==> src/rtl/ahb_pkg.sv <==
// Shared types for the AHB arbiter: transfer encoding, arbiter FSM states and
// a one-hot to index helper used by the RTL and the bench.
package ahb_pkg;

  typedef enum logic [1:0] {
    IDLE   = 2'b00,
    BUSY   = 2'b01,
    NONSEQ = 2'b10,
    SEQ    = 2'b11
  } htrans_e;

  typedef enum logic [1:0] {
    PARK    = 2'b00,
    GRANTED = 2'b01,
    LOCKED  = 2'b10
  } arb_state_e;

  localparam int MAX_MASTERS = 16;

  // OR-encoder: correct for any one-hot input, returns 0 for an all-zero one.
  function automatic logic [3:0] onehot_to_idx(input logic [MAX_MASTERS-1:0] oh);
    logic [3:0] idx;
    idx = '0;
    for (int i = 0; i < MAX_MASTERS; i++) begin
      if (oh[i]) idx = idx | 4'(i);
    end
    return idx;
  endfunction

endpackage

==> src/rtl/ahb_arbiter_if.sv <==
// Bus-side signals of the arbiter plus debug visibility of its FSM state and
// beat counter. The master modport is the requester/bus side, slave is the arbiter.
interface ahb_arbiter_if #(
  parameter int NUM_MASTERS     = 4,
  parameter int MAX_BURST_BEATS = 16
);
  import ahb_pkg::*;

  localparam int IDX_W  = $clog2(NUM_MASTERS);
  localparam int BEAT_W = $clog2(MAX_BURST_BEATS + 1);

  // Handshake: a master holds HBUSREQ until it sees its HGRANT bit; every
  // arbiter output advances only on a clock edge where HREADY is high.
  logic [NUM_MASTERS-1:0] HBUSREQ;
  logic [NUM_MASTERS-1:0] HLOCK;
  htrans_e                HTRANS;
  logic                   HREADY;
  logic [NUM_MASTERS-1:0] HGRANT;
  logic [IDX_W-1:0]       HMASTER;
  logic                   HMASTLOCK;
  arb_state_e             state;
  logic [BEAT_W-1:0]      beat_cnt;

  modport master (
    output HBUSREQ, HLOCK, HTRANS, HREADY,
    input  HGRANT, HMASTER, HMASTLOCK, state, beat_cnt
  );

  modport slave (
    input  HBUSREQ, HLOCK, HTRANS, HREADY,
    output HGRANT, HMASTER, HMASTLOCK, state, beat_cnt
  );

endinterface

==> src/rtl/ahb_rr_picker.sv <==
// Combinational round-robin picker: searches upward from rr_ptr+1 with wrap,
// so the master at rr_ptr itself is considered last.
module ahb_rr_picker #(
  parameter int NUM_MASTERS = 4
) (
  input  logic [NUM_MASTERS-1:0]         req,
  input  logic [$clog2(NUM_MASTERS)-1:0] rr_ptr,
  output logic [NUM_MASTERS-1:0]         winner,
  output logic                           valid
);
  localparam int IDX_W = $clog2(NUM_MASTERS);

  logic [IDX_W-1:0] cand;

  always_comb begin
    winner = '0;
    valid  = 1'b0;
    cand   = rr_ptr;
    for (int k = 1; k <= NUM_MASTERS; k++) begin
      cand = IDX_W'((int'(rr_ptr) + k) % NUM_MASTERS);
      if (!valid && req[cand]) begin
        winner[cand] = 1'b1;
        valid        = 1'b1;
      end
    end
  end

endmodule

==> src/rtl/ahb_arbiter.sv <==
// Round-robin AHB arbiter with bus parking, locked-transfer hold and burst
// preemption after MAX_BURST_BEATS active beats.
module ahb_arbiter #(
  parameter int NUM_MASTERS     = 4,
  parameter int DEFAULT_MASTER  = 0,
  parameter int MAX_BURST_BEATS = 16
) (
  input logic          HCLK,
  input logic          HRESET,
  ahb_arbiter_if.slave bus
);
  import ahb_pkg::*;

  localparam int IDX_W  = $clog2(NUM_MASTERS);
  localparam int BEAT_W = $clog2(MAX_BURST_BEATS + 1);
  localparam logic [NUM_MASTERS-1:0] DEFAULT_OH  = NUM_MASTERS'(1) << DEFAULT_MASTER;
  localparam logic [IDX_W-1:0]       DEFAULT_IDX = IDX_W'(DEFAULT_MASTER);
  localparam logic [BEAT_W-1:0]      BEAT_MAX    = BEAT_W'(MAX_BURST_BEATS);

  arb_state_e             state_q;
  logic [NUM_MASTERS-1:0] grant_q;
  logic [IDX_W-1:0]       hmaster_q;
  logic                   hmastlock_q;
  logic [IDX_W-1:0]       rr_ptr_q;
  logic [BEAT_W-1:0]      beat_q;
  logic                   armed_q;

  logic [NUM_MASTERS-1:0] all_oh, oth_oh, rearb_grant;
  logic                   all_valid, oth_valid;
  logic [IDX_W-1:0]       owner_idx, all_idx, rearb_idx;
  arb_state_e             rearb_state;
  logic                   owner_req, owner_lock, active, preempt, lock_release, rearb_chg;

  ahb_rr_picker #(.NUM_MASTERS(NUM_MASTERS)) u_pick_all (
    .req    (bus.HBUSREQ),
    .rr_ptr (rr_ptr_q),
    .winner (all_oh),
    .valid  (all_valid)
  );

  // The owner is masked out so a preempted or releasing owner cannot re-win.
  ahb_rr_picker #(.NUM_MASTERS(NUM_MASTERS)) u_pick_oth (
    .req    (bus.HBUSREQ & ~grant_q),
    .rr_ptr (rr_ptr_q),
    .winner (oth_oh),
    .valid  (oth_valid)
  );

  assign owner_idx    = IDX_W'(onehot_to_idx(MAX_MASTERS'(grant_q)));
  assign all_idx      = IDX_W'(onehot_to_idx(MAX_MASTERS'(all_oh)));
  assign rearb_idx    = IDX_W'(onehot_to_idx(MAX_MASTERS'(rearb_grant)));
  assign owner_req    = |(bus.HBUSREQ & grant_q);
  assign owner_lock   = |(bus.HLOCK & grant_q);
  assign active       = (bus.HTRANS == NONSEQ) || (bus.HTRANS == SEQ);
  assign preempt      = (beat_q == BEAT_MAX) && oth_valid;
  assign lock_release = armed_q && !owner_lock && (bus.HTRANS == IDLE);
  assign rearb_chg    = (rearb_grant != grant_q);

  always_comb begin
    rearb_grant = DEFAULT_OH;
    rearb_state = PARK;
    if (oth_valid) begin
      rearb_grant = oth_oh;
      rearb_state = GRANTED;
    end else if (owner_req) begin
      rearb_grant = grant_q;
      rearb_state = GRANTED;
    end
  end

  always_ff @(posedge HCLK) begin
    if (HRESET) begin
      state_q     <= PARK;
      grant_q     <= DEFAULT_OH;
      hmaster_q   <= DEFAULT_IDX;
      hmastlock_q <= 1'b0;
      rr_ptr_q    <= DEFAULT_IDX;
      beat_q      <= '0;
      armed_q     <= 1'b0;
    end else if (bus.HREADY) begin
      hmaster_q   <= owner_idx;
      hmastlock_q <= owner_lock;
      // armed_q: the owner's HLOCK was low on the previous HREADY cycle.
      armed_q     <= (state_q == LOCKED) && !owner_lock;
      if (active && beat_q != BEAT_MAX) beat_q <= beat_q + 1'b1;
      case (state_q)
        PARK: begin
          if (all_valid) begin
            state_q <= GRANTED;
            if (all_oh != grant_q) begin
              grant_q  <= all_oh;
              rr_ptr_q <= all_idx;
              beat_q   <= '0;
            end
          end
        end
        GRANTED: begin
          if (owner_lock) begin
            state_q <= LOCKED;
          end else if (!owner_req || preempt) begin
            state_q <= rearb_state;
            if (rearb_chg) begin
              grant_q  <= rearb_grant;
              rr_ptr_q <= rearb_idx;
              beat_q   <= '0;
            end
          end
        end
        LOCKED: begin
          if (lock_release) begin
            state_q <= rearb_state;
            if (rearb_chg) begin
              grant_q  <= rearb_grant;
              rr_ptr_q <= rearb_idx;
              beat_q   <= '0;
            end
          end
        end
        default: state_q <= PARK;
      endcase
    end
  end

  always_ff @(posedge HCLK) begin
    if (!HRESET) assert ($onehot(grant_q));
  end

  assign bus.HGRANT    = grant_q;
  assign bus.HMASTER   = hmaster_q;
  assign bus.HMASTLOCK = hmastlock_q;
  assign bus.state     = state_q;
  assign bus.beat_cnt  = beat_q;

endmodule

==> src/flat_wrapper.sv <==
// flat-port wrapper written by rule: the top's interface ports become plain ports
module ahb_arbiter_flat import ahb_pkg::*;
#(
  parameter int NUM_MASTERS     = 4,
  parameter int DEFAULT_MASTER  = 0,
  parameter int MAX_BURST_BEATS = 16
)
  (HCLK, HRESET, bus_HBUSREQ, bus_HLOCK, bus_HTRANS, bus_HREADY, bus_HGRANT, bus_HMASTER, bus_HMASTLOCK, bus_state, bus_beat_cnt);
  ahb_arbiter_if #(.NUM_MASTERS(NUM_MASTERS), .MAX_BURST_BEATS(MAX_BURST_BEATS)) bus_i ();
  input logic HCLK;
  input logic HRESET;
  input wire logic [$bits(bus_i.HBUSREQ)-1:0] bus_HBUSREQ;
  input wire logic [$bits(bus_i.HLOCK)-1:0] bus_HLOCK;
  input wire logic [$bits(bus_i.HTRANS)-1:0] bus_HTRANS;
  input wire logic [$bits(bus_i.HREADY)-1:0] bus_HREADY;
  output wire logic [$bits(bus_i.HGRANT)-1:0] bus_HGRANT;
  output wire logic [$bits(bus_i.HMASTER)-1:0] bus_HMASTER;
  output wire logic [$bits(bus_i.HMASTLOCK)-1:0] bus_HMASTLOCK;
  output wire logic [$bits(bus_i.state)-1:0] bus_state;
  output wire logic [$bits(bus_i.beat_cnt)-1:0] bus_beat_cnt;
  assign bus_i.HBUSREQ = bus_HBUSREQ;
  assign bus_i.HLOCK = bus_HLOCK;
  assign bus_i.HTRANS = bus_HTRANS;
  assign bus_i.HREADY = bus_HREADY;
  assign bus_HGRANT = bus_i.HGRANT;
  assign bus_HMASTER = bus_i.HMASTER;
  assign bus_HMASTLOCK = bus_i.HMASTLOCK;
  assign bus_state = bus_i.state;
  assign bus_beat_cnt = bus_i.beat_cnt;
  ahb_arbiter #(.NUM_MASTERS(NUM_MASTERS), .DEFAULT_MASTER(DEFAULT_MASTER), .MAX_BURST_BEATS(MAX_BURST_BEATS)) u_core (.HCLK(HCLK), .HRESET(HRESET), .bus(bus_i));
endmodule
==> config.mk <==
export PLATFORM = sky130hd
export DESIGN_NAME = ahb_arbiter_flat
export DESIGN_NICKNAME = d
export VERILOG_FILES = /design/src/rtl/ahb_pkg.sv /design/src/rtl/ahb_arbiter_if.sv /design/src/rtl/ahb_rr_picker.sv /design/src/rtl/ahb_arbiter.sv /design/src/flat_wrapper.sv
export SDC_FILE = /design/constraint.sdc
export NUM_CORES = 1
export LEC_CHECK = 0
export CAP_MARGIN = 20
export CELL_PAD_IN_SITES_DETAIL_PLACEMENT = 0
export CELL_PAD_IN_SITES_GLOBAL_PLACEMENT = 2
export CORE_MARGIN = 2
export CORE_UTILIZATION = 25
export CTS_CLUSTER_DIAMETER = 50
export DETAILED_ROUTE_END_ITERATION = 8
export PLACE_DENSITY_LB_ADDON = 0.25
export SLEW_MARGIN = 25
export SYNTH_ARGS = -nofsm -noshare
export SYNTH_HDL_FRONTEND = slang
export SYNTH_HIERARCHICAL = 1
export SYNTH_SLANG_ARGS = --single-unit
==> constraint.sdc <==
create_clock -name HCLK -period 6.75 [get_ports HCLK]
set_input_delay 1.0125 -clock HCLK [delete_from_list [all_inputs] [get_ports HCLK]]
set_output_delay 1.0125 -clock HCLK [all_outputs]
set_load 0.01 [all_outputs]
==> flow_metrics.tcl, run 1 <==
set metrics [dict create \
    synthesis.area_um2 2060 \
    maxCapViolations 0 \
    route.detailed.drc 0 \
    postRouteAntennaNets 0 \
    sw_frac_of_total 0.492 \
    grt_max_degree 26 \
    die_area_um2 8960 \
    layout-drive-gt1-share 0.0615 \
    final_net_count 296 \
    drt_iter0_drc 76 \
    cellLeakagePower_nw 0.945 \
    chipHeight_um 94.7 \
    commonest_register_cell_after_synthesis "dfxtp_1" \
    buffers_inserted_by_post_cts_timing_repair 0 \
    global_route.overflow_total 0 \
    max-vdd-ir-drop_uv 99.2 \
    yosys_warnings 6 \
    cp_data_required_time_ns 6.93 \
    layout_worst_path_cycle_share 0.643 \
    synth_most_common_cell "mux2i_1" \
    cts-root-buf "clkbuf_8" \
    cp_cell_sequence "clkdlybuf4s50_1 -> nor2b_1 -> mux2i_1 -> mux2_2 -> mux2i_1 -> a221o_1 -> nor2b_1 -> a2111o_1 -> o32ai_2 -> a2111o_1 -> mux2i_1" \
    clock_transition_at_the_register_clock_pins_on_the_worst_setup_and_hold_paths_after_cts_ns 0.07 \
    vias 1795 \
    total_net_switching_power_w 0.000453 \
    timing.hold.ws_ns 0.487 \
    setup-tns-final_ns 0 \
    insertedDiodeCount 0 \
    cts-resized-gates 0 \
    synth_top_area_frac 0.166 \
    tritoncts "built" \
    net_count_after_synthesis 275 \
    final_min_period_ns 4.34 \
    fmax_ghz 0.231 \
    clockPowerShare 0.083 \
    ys_types 48 \
    synthArstFlopShare 0 \
    drt_wl_total_um 5390 \
    combinationalPowerShare 0.740 \
    detailed_place_hpwl_um 4060 \
    cp_top_family "compound AO/OA/AOI/OAI gates" \
    power.internal_w 0.000468 \
    synthesis.area_per_instance_um2 8.57 \
    netlist_top_cells_area "dfxtp_1 17%, ha_1 13%, mux2i_1 12%" \
    crit_path_top_delay_cell "clkdlybuf4s50_1" \
    tightest_slew_ns 0.777 \
    rsz_0062_raised_after_global_routing "no" \
    setup_violations 0 \
    fillerInstances 907 \
    drt_pass1_iterations 4 \
    power.density_cell_area_nw_per_um2 377 \
    worst_clock_skew_ns 0.00263 \
    detail_route.wl_per_cell_um 14.8 \
    synth.ff_latch_count 17 \
    hp-class "reg2reg" \
    cts.sink_count 17 \
    die_w_um 94.7 \
    crit_buf_inv 1 \
    io-pin-count 27 \
    cts_buffers 3 \
    report.final.hold_viol_count 0 \
    synth_cells 240 \
    finish.utilization 0.302 \
    h_tree_depth 1 \
    path_class "in2reg" \
    cp_data_arrival_time_ns 4.52 \
    worstSkewPairLatency_ns 0.25 \
    worstSetupEndpointType "flip-flop" \
    maxSlewHeadroom 0.481 \
    post_synth_most_frequent_cells "25 x mux2i_1, 22 x ha_1, 21 x inv_1" \
    portBuffers 26 \
    start_kind "input pin" \
    floorplan.initialDensity 0.254 \
    grt_pass1_vias 1734 \
    delay_of_the_slowest_critical_path_stage_ns 0.64 \
    worst-path-max-fanout 10 \
    grt_util_all_layers 0.122 \
    ctsLongestPathBuffers 2 \
    antenna_found_initial 0 \
    finalMaxSlewViolations 0 \
    placeable_area_um2 8090 \
    regToRegSetupSlack_ns 3.05 \
    most_area_hungry_cell_type_in_the_yosys_netlist "dfxtp_1" \
    synth_enable_flop_cells 0 \
    core.rowCount 33 \
    avgViaCountPerCell 4.92 \
    pwr-share-seq 0.177 \
    critical_path.most_common_cell "mux2i_1" \
    wire_length_of_the_first_global_routing_pass_um 8830 \
    synth_seq_area_share 0.166 \
    place_congestion 0.718 \
    cts_hold_buffers 0 \
    flow.area_growth_from_synthesis_pct 18.8 \
    outcome "complete, no violations" \
]
power by group through the flow:
stage	sequential [W]	combinational, W	clock [W]
2_1_floorplan	0.000158	0.000531	0
5_1_grt	0.000169	0.000750	0.0000853
3_5_place_dp	0.000166	0.000683	0
4_1_cts	0.000164	0.000685	0.0000820
3_3_place_gp	0.000166	0.000691	0
6_report	0.000163	0.000681	0.0000768
flip-flops by register name, indices dropped and copies added (netlist names):
| name | flops |
|---|---|
| u_core/armed_q | 1 |
| u_core/bus.HGRANT | 4 |
| u_core/bus.HMASTER | 2 |
| u_core/bus.HMASTLOCK | 1 |
| u_core/bus.beat_cnt | 5 |
| u_core/bus.state | 2 |
| u_core/rr_ptr_q | 2 |
metrics by stage:
stage	cells	area (um2)	total power, W	worst slack [ns]
6_report	365	2440	0.000921	2.41
5_1_grt	365	2440	0.00100	2.17
4_1_cts	365	2440	0.000931	2.40
3_5_place_dp	361	2400	0.000849	2.14
3_3_place_gp	361	2400	0.000857	2.21
2_1_floorplan	240	2060	0.000688	3.15
layout by cell type, fill, tap and decap left out, types with 3 or more instances in the layout:
cell type	count
a2111o_1	4
a211oi_1	3
a221o_1	8
a31oi_1	4
clkbuf_8	3
clkdlybuf4s50_1	26
dfxtp_1	17
ha_1	22
inv_1	21
mux2_2	4
mux2i_1	25
nand2_1	15
nand2b_1	15
nand4_1	6
nor2_1	15
nor2b_1	7
nor3_1	9
o211ai_1	3
o21ai_0	3
xnor2_1	4
xor2_1	5
logic make-up after synthesis:
| family | count (synthesis) | synth area share |
|---|---|---|
| AOI/OAI and AO/OA | 45 | 0.201 |
| xor gates and xnor gates | 9 | 0.0383 |
| adders and majority gates | 22 | 0.134 |
| buffers and inverters | 33 | 0.0700 |
| DFF | 17 | 0.166 |
| muxes | 31 | 0.169 |
| and+or+nand+nor | 83 | 0.222 |
worst min-delay path, cell delays in order, from the launching register on:
cell      delay, ns
dfxtp_1        0.32
nand2b_1       0.07
a21oi_1        0.05
cell type report:
type | instances | area (um2) | share of cell area
inverter | 21 | 78.8 | 0.0323
multi-input combinational | 190 | 1570 | 0.643
clock buffer | 4 | 45.0 | 0.0184
sequential | 17 | 340 | 0.139
tap | 105 | 131 | 0.0538
timing repair buffer | 28 | 275 | 0.113
per-layer routing:
metal	global-route usage	routed length [um]	vias up
met5	0	0	-
met4	0.0254	39	0
met3	0.00958	166	2
met2	0.204	2460	24
met1	0.172	2720	848
li1	-	-	921
path summary, 6_finish.rpt:
| kind | from | end | cells after the start |
|---|---|---|---|
| max reg2reg | u_core/rr_ptr_q[1]$_SDFFE_PP0P_ | u_core/bus.HGRANT[2]$_SDFFE_PP0P_ | 12 |
| min reg2reg | u_core/armed_q$_SDFFE_PP0P_ | u_core/armed_q$_SDFFE_PP0P_ | 2 |
| min | u_core/armed_q$_SDFFE_PP0P_ | u_core/armed_q$_SDFFE_PP0P_ | 2 |
| max | bus_HBUSREQ[2] | u_core/bus.HGRANT[2]$_SDFFE_PP0P_ | 11 |
Power figures use the tool's default switching activity.
==> run 2: changes to the inputs <==
==> constraint.sdc (replaced) <==
create_clock -name HCLK -period 4.1 [get_ports HCLK]
set_input_delay 0.615 -clock HCLK [delete_from_list [all_inputs] [get_ports HCLK]]
set_output_delay 0.615 -clock HCLK [all_outputs]
set_load 0.01 [all_outputs]
==> flow_metrics.tcl, run 2 (synthesis gave the netlist of run 1 again) <==
set metrics [dict create \
    io-pin-count 27 \
    cts_buffers 3 \
    route.detailed.drc 0 \
    worst_clock_skew_ns 0.00807 \
    power.density_cell_area_nw_per_um2 626 \
    die_w_um 94.7 \
    tightest_slew_ns 0.792 \
    crit-reg2reg-capture "u_core/bus.beat_cnt[2]$_SDFFE_PP0P_" \
    worst_hold_path.endpoint "u_core/armed_q$_SDFFE_PP0P_" \
    hp-class "reg2reg" \
    floorplan.initialDensity 0.254 \
    cp_data_arrival_time_ns 3.80 \
    reg2regPathDepth 13 \
    setup_violations 0 \
    drt_iter0_drc 70 \
    buffers_inserted_by_post_cts_timing_repair 0 \
    maxCapViolations 0 \
    max-vdd-ir-drop_uv 190 \
    final_min_period_ns 3.70 \
    chipHeight_um 94.7 \
    cts_hold_buffers 0 \
    cts-resized-gates 0 \
    clock_transition_at_the_register_clock_pins_on_the_worst_setup_and_hold_paths_after_cts_ns 0.06 \
    path_class "in2reg" \
    cellLeakagePower_nw 1.02 \
    global_route.overflow_total 0 \
    grt_util_all_layers 0.136 \
    tritoncts "built" \
    whs_path_cells 2 \
    final_net_count 312 \
    worstSetupEndpointType "flip-flop" \
    core.rowCount 33 \
    worst_hold_startpoint "u_core/armed_q$_SDFFE_PP0P_" \
    detailed_place_hpwl_um 4460 \
    vias 1875 \
    regToRegSetupSlack_ns 0.54 \
    flow.area_growth_from_synthesis_pct 24.7 \
    cts-root-buf "clkbuf_8" \
    rr_startpoint "u_core/rr_ptr_q[1]$_SDFFE_PP0P_" \
    grt_max_degree 24 \
    total_power_w 0.00160 \
    dpl.cell_count 377 \
    instances_no_fill 381 \
    fmax_ghz 0.270 \
    rsz_0062_raised_after_global_routing "no" \
    timing.hold.ws_ns 0.473 \
    avgViaCountPerCell 4.92 \
    h_tree_depth 1 \
    report.final.hold_viol_count 0 \
    portBuffers 26 \
    drt_wl_total_um 5670 \
    setup-tns-final_ns 0 \
    placeable_area_um2 8090 \
    insertedDiodeCount 0 \
    worst-path-max-fanout 8 \
    finalMaxSlewViolations 0 \
    outcome "complete, no violations" \
    worstSkewPairLatency_ns 0.25 \
    maxSlewHeadroom 0.470 \
    layout_worst_path_cycle_share 0.903 \
    postRouteAntennaNets 0 \
    cts.sink_count 17 \
    layout-drive-gt1-share 0.116 \
    wire_length_of_the_first_global_routing_pass_um 9680 \
    detail_route.wl_per_cell_um 14.9 \
    cp_data_required_time_ns 4.20 \
    antenna_found_initial 0 \
    largest_register_ff_count 5 \
    place_congestion 0.772 \
    drt_pass1_iterations 4 \
    die_area_um2 8960 \
    leading_cell_type_in_the_layout_fill_and_taps_excluded "clkdlybuf4s50_1" \
    ctsLongestPathBuffers 2 \
    start_kind "input pin" \
    grt_pass1_vias 1925 \
    layout_common_cells "26 x clkdlybuf4s50_1, 25 x mux2i_1, 22 x ha_1, 21 x inv_1, 18 x buf_4" \
]
-- run 2: power by group --
| group | internal (W) | switching [W] |
|---|---|---|
| Sequential | 0.000202 | 0.0000403 |
| Clock | 0.0000689 | 0.0000554 |
| Combinational | 0.000567 | 0.000671 |
| Total | 0.000837 | 0.000767 |
-- run 2: layout make-up --
| type | instances | area (um2) |
|---|---|---|
| fillers | 884 | 5530 |
| multi-input cells | 190 | 1570 |
| repair buffers | 44 | 395 |
| flip-flops and latches | 17 | 340 |
| well taps | 105 | 131 |
| inverters | 21 | 78.8 |
| clock buffers | 4 | 45.0 |
-- run 2: worst max-delay path by stage --
stage / slack (ns) / startpoint / to / depth (start not counted)
6_report: 0.40 / bus_HBUSREQ[1] / u_core/bus.beat_cnt[2]$_SDFFE_PP0P_ / 12
5_1_grt: 0.08 / bus_HBUSREQ[1] / u_core/bus.beat_cnt[3]$_SDFFE_PP0P_ / 12
4_1_cts: 0.40 / bus_HBUSREQ[1] / u_core/bus.beat_cnt[2]$_SDFFE_PP0P_ / 12
3_5_place_dp: 0.15 / bus_HBUSREQ[1] / u_core/bus.beat_cnt[2]$_SDFFE_PP0P_ / 12
3_3_place_gp: 0.18 / bus_HBUSREQ[1] / u_core/bus.beat_cnt[1]$_SDFFE_PP0P_ / 12
2_1_floorplan: 0.61 / u_core/rr_ptr_q[0]$_SDFFE_PP0P_ / u_core/bus.HGRANT[0]$_SDFFE_PP1P_ / 11
-- run 2: metal layers --
layer	share of wire	GRT usage	up-vias	wire length (um)
met1	0.50	0.195	890	2850
met3	0.033	0.00798	2	185
met4	0.0056	0.0290	0	32
li1	-	-	953	-
met5	0	0	-	0
met2	0.46	0.225	30	2610
-- run 2: critical path, stage by stage --
cell and delay (ns):
clkdlybuf4s50_1 0.47, nor2b_1 0.38, or3b_1 0.39, a2111o_1 0.43, nand3_2 0.11, a221o_1 0.21, nor2b_1 0.14, a2111o_1 0.13
o32ai_2 0.08, buf_4 0.17, a2111oi_2 0.58, nor3_1 0.10
-- run 2: per-stage QoR --
stage               cell area [um2]  setup WS, ns  utilization
floorplan                      2060         0.606            -
global placement               2520         0.178        0.311
detailed placement             2520         0.151        0.311
CTS                            2560         0.400        0.317
global route                   2560        0.0803        0.317
finish                         2560         0.399        0.317
==> run 3: changes to the inputs <==
--- a/config.mk
+++ b/config.mk
@@ -12,7 +12,9 @@
 export CORE_UTILIZATION = 25
 export CTS_CLUSTER_DIAMETER = 50
 export DETAILED_ROUTE_END_ITERATION = 8
+export GPL_ROUTABILITY_DRIVEN = 0
 export PLACE_DENSITY_LB_ADDON = 0.25
+export RECOVER_POWER = 50
 export SLEW_MARGIN = 25
 export SYNTH_ARGS = -nofsm -noshare
 export SYNTH_HDL_FRONTEND = slang
==> flow_metrics.tcl, run 3 (synthesis gave the netlist of run 1 again) <==
set metrics [dict create \
    report.final.hold_viol_count 0 \
    seq_area_um2 340 \
    insertedDiodeCount 0 \
    layout_common_cells "25 x mux2i_1, 22 x ha_1, 21 x inv_1, 18 x buf_4, 17 x dfxtp_1" \
    drt_wl_total_um 5680 \
    tritoncts "built" \
    cts-root-buf "clkbuf_8" \
    cts-resized-gates 0 \
    setup-tns-final_ns 0 \
    fmax_ghz 0.270 \
    core.rowCount 33 \
    postRouteAntennaNets 0 \
    grt_pass1_vias 1925 \
    largest_register_ff_count 5 \
    grt_util_met1 0.195 \
    drt_pass1_iterations 4 \
    layout_worst_path_cycle_share 0.903 \
    io-pin-count 27 \
    cp_data_arrival_time_ns 3.80 \
    clock_transition_at_the_register_clock_pins_on_the_worst_setup_and_hold_paths_after_cts_ns 0.06 \
    detailed_place_hpwl_um 4460 \
    leading_cell_type_in_the_layout_fill_and_taps_excluded "mux2i_1" \
    grt_busiest_layer "met2" \
    path_class "in2reg" \
    worstSetupEndpointType "flip-flop" \
    worst_hold_startpoint "u_core/armed_q$_SDFFE_PP0P_" \
    buffers_inserted_by_post_cts_timing_repair 0 \
    antenna_found_initial 0 \
    max-vdd-ir-drop_uv 189 \
    cellLeakagePower_nw 1.06 \
    vias 1873 \
    layout-drive-gt1-share 0.116 \
    gr-usage-met3 0.00798 \
    final_net_count 312 \
    start_kind "input pin" \
    outcome "complete, no violations" \
    flow.area_growth_from_synthesis_pct 24.7 \
    floorplan.initialDensity 0.254 \
    avgViaCountPerCell 4.92 \
    combinationalPowerShare 0.771 \
    timing.hold.ws_ns 0.473 \
    placeable_area_um2 8090 \
    grt_max_degree 24 \
    fillerInstances 884 \
    critical_path.startpoint "bus_HBUSREQ[1]" \
    power.internal_w 0.000831 \
    multiInputGateArea_um2 1570 \
    ctsLongestPathBuffers 2 \
    final_min_period_ns 3.70 \
    setup_violations 0 \
    power.density_cell_area_nw_per_um2 623 \
    portBuffers 26 \
    wire_length_of_the_first_global_routing_pass_um 9680 \
    worstSkewPairLatency_ns 0.25 \
    global_route.overflow_total 0 \
    finalMaxSlewViolations 0 \
    sw_frac_of_total 0.480 \
    grt_util_all_layers 0.136 \
    total_power_w 0.00160 \
    route.detailed.drc 0 \
    global_route.usage.met2 0.225 \
    rsz_0062_raised_after_global_routing "no" \
    clockPowerShare 0.078 \
    hp-class "reg2reg" \
    die_w_um 94.7 \
    rr_startpoint "u_core/rr_ptr_q[1]$_SDFFE_PP0P_" \
    cts_hold_buffers 0 \
    maxCapViolations 0 \
    total_net_switching_power_w 0.000766 \
    pwr-share-seq 0.151 \
    die_area_um2 8960 \
    cts.sink_count 17 \
    cts_buffers 3 \
    tightest_slew_ns 0.800 \
    detail_route.wl_per_cell_um 14.9 \
    h_tree_depth 1 \
    drt_iter0_drc 70 \
    maxSlewHeadroom 0.465 \
    regToRegSetupSlack_ns 0.54 \
    worst_clock_skew_ns 0.00799 \
    chipHeight_um 94.7 \
    worst-path-max-fanout 8 \
    cp_data_required_time_ns 4.20 \
]
==> run 3: critical path: stages <==
cell             delay (ns)
clkdlybuf4s50_1        0.47
nor2b_1                0.38
or3b_1                 0.39
a2111o_1               0.43
nand3_2                0.11
a221o_1                0.21
nor2b_1                0.14
a2111o_1               0.13
o32ai_2                0.08
buf_4                  0.17
a2111oi_2              0.58
nor3_1                 0.10
==> run 3: layout make-up <==
class,count,area share
clock buffer,4,0.0176
inverter,21,0.0308
multi-input combinational,190,0.613
sequential,17,0.133
tap,105,0.0513
timing repair buffer,44,0.154
==> run 3: power groups by stage <==
stage	clock (W)	combinational (W)	sequential, W
after floorplan	0	0.000874	0.000259
after global placement	0	0.00125	0.000250
after detailed placement	0	0.00125	0.000245
after CTS	0.000129	0.00125	0.000242
after global routing	0.000136	0.00139	0.000248
final	0.000124	0.00123	0.000241
==> run 3: path summary, 6_finish.rpt <==
| path | endpoint | cells past startpoint |
|---|---|---|
| worst min register to register | u_core/armed_q$_SDFFE_PP0P_ | 2 |
| worst max register to register | u_core/bus.beat_cnt[2]$_SDFFE_PP0P_ | 13 |
| worst max-delay path | u_core/bus.beat_cnt[2]$_SDFFE_PP0P_ | 12 |
| worst min-delay path | u_core/armed_q$_SDFFE_PP0P_ | 2 |
==> run 3: metrics by stage <==
step | setup slack (ns) | util | instance area, um2 | instances
3_3_place_gp | 0.178 | 0.311 | 2520 | 377
2_1_floorplan | 0.606 | - | 2060 | 240
5_1_grt | 0.0798 | 0.317 | 2560 | 381
4_1_cts | 0.400 | 0.317 | 2560 | 381
3_5_place_dp | 0.151 | 0.311 | 2520 | 377
6_report | 0.397 | 0.317 | 2560 | 381
==> run 3: metal layers <==
metal  vias up  share of wire
met3         2          0.024
met5         -              0
met4         0         0.0056
met1       891           0.51
met2        26           0.46
li1        954              -
